**src/rtl/fetcher.sv**
```systemverilog
// Instruction fetch stage: walks [start_pc, start_pc+inst_count) issuing one memory read per word.
// Optional FETCHER_NOP_SKIP_EN drops opcode-0 words in FETCH instead of presenting them.
module fetcher #(
  parameter int ADDR_WIDTH = 8,
  parameter int INST_WIDTH = 32
) (
  input  logic                  clk,
  input  logic                  rst_n,
  input  logic                  start,
  input  logic [ADDR_WIDTH-1:0] start_pc,
  input  logic [ADDR_WIDTH-1:0] inst_count,
  output logic                  busy,
  output logic                  done,
  output logic                  mem_read_valid,
  output logic [ADDR_WIDTH-1:0] mem_read_address,
  input  logic                  mem_read_ready,
  input  logic [INST_WIDTH-1:0] mem_read_data,
  output logic [INST_WIDTH-1:0] instruction,
  output logic                  instruction_valid,
  input  logic                  instruction_ready,
  output logic [ADDR_WIDTH-1:0] pc_out
);

  // Handshakes: a transfer happens on a rising edge where valid and ready are both high;
  // the sender holds its payload stable while valid is high and ready is low.

  typedef enum logic [1:0] {
    S_IDLE  = 2'd0,
    S_FETCH = 2'd1,
    S_HOLD  = 2'd2,
    S_DONE  = 2'd3
  } state_t;

  state_t                  state, state_next;
  logic [ADDR_WIDTH-1:0]   pc, pc_next;
  logic [ADDR_WIDTH-1:0]   remaining, remaining_next;
  logic [INST_WIDTH-1:0]   instruction_next;
  logic                    last_word;

  assign last_word = (remaining == ADDR_WIDTH'(1));

  always_ff @(posedge clk or negedge rst_n) begin
    if (!rst_n) begin
      state       <= S_IDLE;
      pc          <= '0;
      remaining   <= '0;
      instruction <= '0;
    end else begin
      state       <= state_next;
      pc          <= pc_next;
      remaining   <= remaining_next;
      instruction <= instruction_next;
    end
  end

  always_comb begin
    state_next       = state;
    pc_next          = pc;
    remaining_next   = remaining;
    instruction_next = instruction;
    case (state)
      S_IDLE: begin
        if (start) begin
          if (inst_count == '0) begin
            state_next = S_DONE;
          end else begin
            pc_next        = start_pc;
            remaining_next = inst_count;
            state_next     = S_FETCH;
          end
        end
      end
      S_FETCH: begin
        if (mem_read_ready) begin
`ifdef FETCHER_NOP_SKIP_EN
          // A NOP still consumes one slot of inst_count; the next address is re-issued directly.
          if (mem_read_data[INST_WIDTH-1 -: 4] == 4'b0000) begin
            pc_next        = pc + ADDR_WIDTH'(1);
            remaining_next = remaining - ADDR_WIDTH'(1);
            state_next     = last_word ? S_DONE : S_FETCH;
          end else begin
            instruction_next = mem_read_data;
            state_next       = S_HOLD;
          end
`else
          instruction_next = mem_read_data;
          state_next       = S_HOLD;
`endif
        end
      end
      S_HOLD: begin
        if (instruction_ready) begin
          pc_next        = pc + ADDR_WIDTH'(1);
          remaining_next = remaining - ADDR_WIDTH'(1);
          state_next     = last_word ? S_DONE : S_FETCH;
        end
      end
      S_DONE: begin
        state_next = S_IDLE;
      end
      default: begin
        state_next = S_IDLE;
      end
    endcase
  end

  assign busy              = (state != S_IDLE);
  assign done              = (state == S_DONE);
  assign mem_read_valid    = (state == S_FETCH);
  assign instruction_valid = (state == S_HOLD);
  assign mem_read_address  = pc;
  assign pc_out            = pc;

endmodule
```
**config.mk**
```make
export PLATFORM = sky130hd
export DESIGN_NAME = fetcher
export DESIGN_NICKNAME = d
export VERILOG_FILES = /design/src/rtl/fetcher.sv
export SDC_FILE = /design/constraint.sdc
export NUM_CORES = 1
export LEC_CHECK = 0
export BUFFER_PORTS_ARGS = -buffer_cell sky130_fd_sc_hd__buf_2
export CAP_MARGIN = 10
export CORE_UTILIZATION = 50
export DETAILED_ROUTE_END_ITERATION = 8
export GPL_TIMING_DRIVEN = 0
export HOLD_SLACK_MARGIN = 0.06
export PLACE_DENSITY = 0.79
export SYNTH_ARGS = -nofsm -noshare
export SYNTH_HDL_FRONTEND = slang
export SYNTH_SLANG_ARGS = --single-unit
```
**constraint.sdc**
```tcl
create_clock -name clk -period 4.7 [get_ports clk]
set_clock_uncertainty 0.05 [all_clocks]
set_input_delay 0.94 -clock clk [delete_from_list [all_inputs] [get_ports clk]]
set_output_delay 0.94 -clock clk [all_outputs]
set_load 0.02 [all_outputs]
```
-- After elaboration in Yosys (flattened, before gate mapping)
Cells that the tools add are included.
- add/sub/neg operators: 2
- equality and inequality tests: 8
- muxes and demuxes: 14
- reduce and logical (&&, ||, !) cells: 7
- operator list (cell ; count):
    $mux 8 ; 6
    $pmux 8 s2 ; 2
    $mux 2 ; 5
    $add 8x1->8 const B ; 1
    $eq 8x1->1 const B ; 1
    $logic_not 8->1 ; 1
    $pmux 2 s4 ; 1
    $sub 8x1->8 const B ; 1
    $eq 2x2->1 const B ; 2
    $ne 2x1->1 const B ; 2
    $ne 2x2->1 const B ; 2
    $reduce_and 4->1 ; 1
    $reduce_bool 2->1 ; 2
    $reduce_and 3->1 ; 1
    $eq 2x1->1 const B ; 1
    $logic_not 2->1 ; 1
    $reduce_and 2->1 ; 1
- register bits after elaboration: 50
- input bits: 53
- output and inout bits: 52
- logic and storage cells: 35

-- Longest topological paths before layout
- depth after elaboration: 4
- mapped depth: 7
- mapped depth without buffers: 6

-- Worst setup path after synthesis
Ideal clock, no wire load.
- kind: input-to-reg
- start point: input port inst_count[6]
- end point: register pc[3], in the netlist mem_read_address[3]
- arrival time: 2230 ps
- required time: 4524 ps
- path slack: 2294 ps
- stages: 4
- path buffers: 0
- cells stage by stage: or4_1 -> o311ai_4 -> nor2_2 -> a221o_1
- word-level cells in the longest chain between the ends: 3
- ends and longest elaborated chain (element ; line ; source):
    start: declaration ; 11 ; input logic [ADDR_WIDTH-1:0] inst_count,
    $logic_not 8->1 ; 64 ; if (inst_count == '0) begin
    $ne 2x2->1 (no source line) ; n/a ;
    $reduce_and 4->1 (no source line) ; n/a ;
    end signal: assignment ; 50 ; pc <= pc_next;
    end: declaration ; 35 ; logic [ADDR_WIDTH-1:0] pc, pc_next;
No other way between the ends.
A chain may end at the register's enable or synchronous reset.

-- Final worst setup path
- start point: register state[1]
- end point: output port instruction_valid
- word-level cells in the longest chain between the ends: 1
- ends and longest elaborated chain (element ; line ; source):
    start: declaration ; 34 ; state_t state, state_next;
    start signal: assignment ; 49 ; state <= state_next;
    $eq 2x2->1 ; 110 ; assign instruction_valid = (state == S_HOLD);
    end: declaration ; 19 ; output logic instruction_valid,
No other way between the ends.

==> impl_metrics.yaml <==
status:
  status: "finished clean"
die:
  row_count: 25
  ios: 105
  initial_utilization: 0.519
  design.core.area_um2: 4720
  fp.dieArea_um2: 5190
  die_x_um: 72.0
  die_h_um: 72.0
sta:
  period_share: 0.602
  drv_slew: 0
  slew_headroom: 0.566
  setup_violations: 0
  worstMarginPinSlew_ns: 0.647
  rsz0062_at_grt: "false"
  period_minus_slack_ns: 2.83
  hold_violations: 0
  fmax_mhz: 354
  final.setup.tns_ns: 0
  timing.hold.ws_ns: 0.455
synth:
  avgSynthCellArea_um2: 11.4
  ys_ff_latch: 50
  yosysUniqueCellTypes: 43
  synth_nets: 272
  ys_seq_area_frac: 0.510
  async_flop_share: 1.00
  synth_area_um2: 2450
  yosys_warnings: 0
  synthCells: 216
  ys.flop_type: "dfrtp_1"
  synth_edf_count: 0
clock_network:
  clock_sinks: 50
  cts_buffers: 5
  htreeDepth: 2
  post_cts_buffers: 0
  cts_resized: 0
  clockBufferDepth: 2
  path_clk_slew_ns: 0.09
  clk-insertion-delay-late_ns: 0.31
  cts_hold_buf: 0
  cts_tree: "yes"
  clockRootBuffer: "clkbuf_8"
worst_setup_path:
  cp_num_buf_inv: 4
  slowest_delay_ns: 0.41
  cp_max_fo: 10
  worstSetupPathType: "reg2out"
  crit_arrival_ns: 1.84
  crit_family: "buffers and inverters"
  cp.required_ns: 3.71
  start_kind: "register"
  worst_setup_path_end_kind: "primary output"
  cp_slowest_cell: "dfrtp_1"
  path_cells: "clkbuf_1, nand2b_1, inv_1, buf_2, buf_2"
  cpMostUsedCell: "buf_2"
route:
  avgViaCountPerCell: 5.35
  wire_per_inst_um: 14.3
  ant_nets: 0
  drc_errors: 0
  wl_mm: 5.65
  first_pass_iters: 4
  drt-initial-drc-count: 89
  vias: 2119
final_layout:
  drive_above_1_share: 0.526
  final_cell_mix: "buf_2, dfrtp_1, mux2_2"
  mostFrequentLayoutCell: "buf_2"
  fillCellCount: 399
  final_nets: 384
  antenna_cells: 0
  area_growth_pct: 29.5
power:
  power_density_nw_per_um2: 738
  ir_drop_mv: 0.288
  cellLeakagePower_nw: 1.52
  p_total_mw: 2.34
global_routing:
  grt_max_degree: 51
  grt_usage: 0.222
  grt_remaining_overflow: 0
  antenna_found_initial: 0
  grt_pass1_wl_mm: 8.97
  grt_pass1_vias: 1978
run:
  cap_viol_max_count: 0
placement:
  post-dp-hpwl_mm: 4.19
  io_buffers: 104
  place_congestion: 0.858
hold_path:
  hold_path_class: "reg2reg"
[cell families after synthesis]
family | share of synthesized area
DFF | 0.510
buffers and inverters | 0.0582
and+or+nand+nor | 0.115
adders and majority gates | 0.0153
AOI/OAI and AO/OA | 0.146
muxes | 0.156
[state kept, by name, indices dropped and copies added (netlist names)]
signal and count:
state 2, remaining 8, instruction 32, mem_read_address 8
[cell type report]
type / instances / area [µm²] / share of cell area
plain buffers: 18 / 113 / 0.0355
clock buffers: 6 / 82.6 / 0.0260
clock inverters: 2 / 16.3 / 0.00512
inverters: 8 / 30.0 / 0.00946
multi-input cells: 140 / 1060 / 0.333
flip-flops and latches: 50 / 1250 / 0.394
well taps: 67 / 83.8 / 0.0264
repair buffers: 105 / 541 / 0.170
[per-layer routing]
metal	GRT usage	part of all wire	up-vias	routed length, µm
met5	0	0	-	0
met4	0.0632	0.016	0	93
met3	0.0500	0.054	9	305
met2	0.390	0.50	72	2830
met1	0.275	0.43	1028	2420
li1	-	-	1010	-
[power breakdown]
group / switching (mW) / internal, mW / leakage, nW
logic: 0.726 / 0.532 / 0.890
clock network: 0.151 / 0.121 / 0.0478
registers: 0.162 / 0.649 / 0.587
[path summary, 6_finish.rpt]
path / startpoint / to / slack (ns) / depth (start not counted)
worst max-delay path: state[1]$_DFFE_PN0P_ / instruction_valid / 1.87 / 5
worst min-delay path: instruction[6]$_DFFE_PN0P_ / instruction[6]$_DFFE_PN0P_ / 0.45 / 1
worst max register to register: state[1]$_DFFE_PN0P_ / mem_read_address[6]$_DFFE_PN0P_ / 2.71 / 5
worst min register to register: instruction[6]$_DFFE_PN0P_ / instruction[6]$_DFFE_PN0P_ / 0.45 / 1
max in group asynchronous: rst_n / remaining[3]$_DFFE_PN0P_ / 3.54 / 2
min in group asynchronous: rst_n / instruction[15]$_DFFE_PN0P_ / 0.53 / 1
[cells in the mapped netlist, drive strengths merged, types with 2 or more instances]
master / instances / share of area
o21ai: 13 / 0.027
a21oi: 13 / 0.027
nor3: 4 / 0.0082
o22ai: 2 / 0.0077
ha: 3 / 0.015
dfrtp: 50 / 0.51
inv: 8 / 0.012
nand2b: 3 / 0.0077
nor2: 14 / 0.022
nor4: 3 / 0.0077
or3b: 3 / 0.011
a31oi: 4 / 0.010
buf: 15 / 0.041
clkbuf: 3 / 0.0046
o221ai: 2 / 0.0071
o21a: 3 / 0.0092
mux2: 33 / 0.15
o22a: 3 / 0.011
or4: 3 / 0.012
nand2: 10 / 0.015
nand3: 7 / 0.014
or2: 2 / 0.0051
[metrics by stage]
step                      instances  setup WS, ns  area, µm²   util
after floorplan                 216          2.29       2450      -
after global placement          387          2.07       3060  0.647
after detailed placement        387          2.06       3060  0.647
after CTS                       395          1.89       3160  0.668
after global routing            396          1.76       3180  0.672
final                           396          1.87       3180  0.672
(Power assumes the default switching activity.)
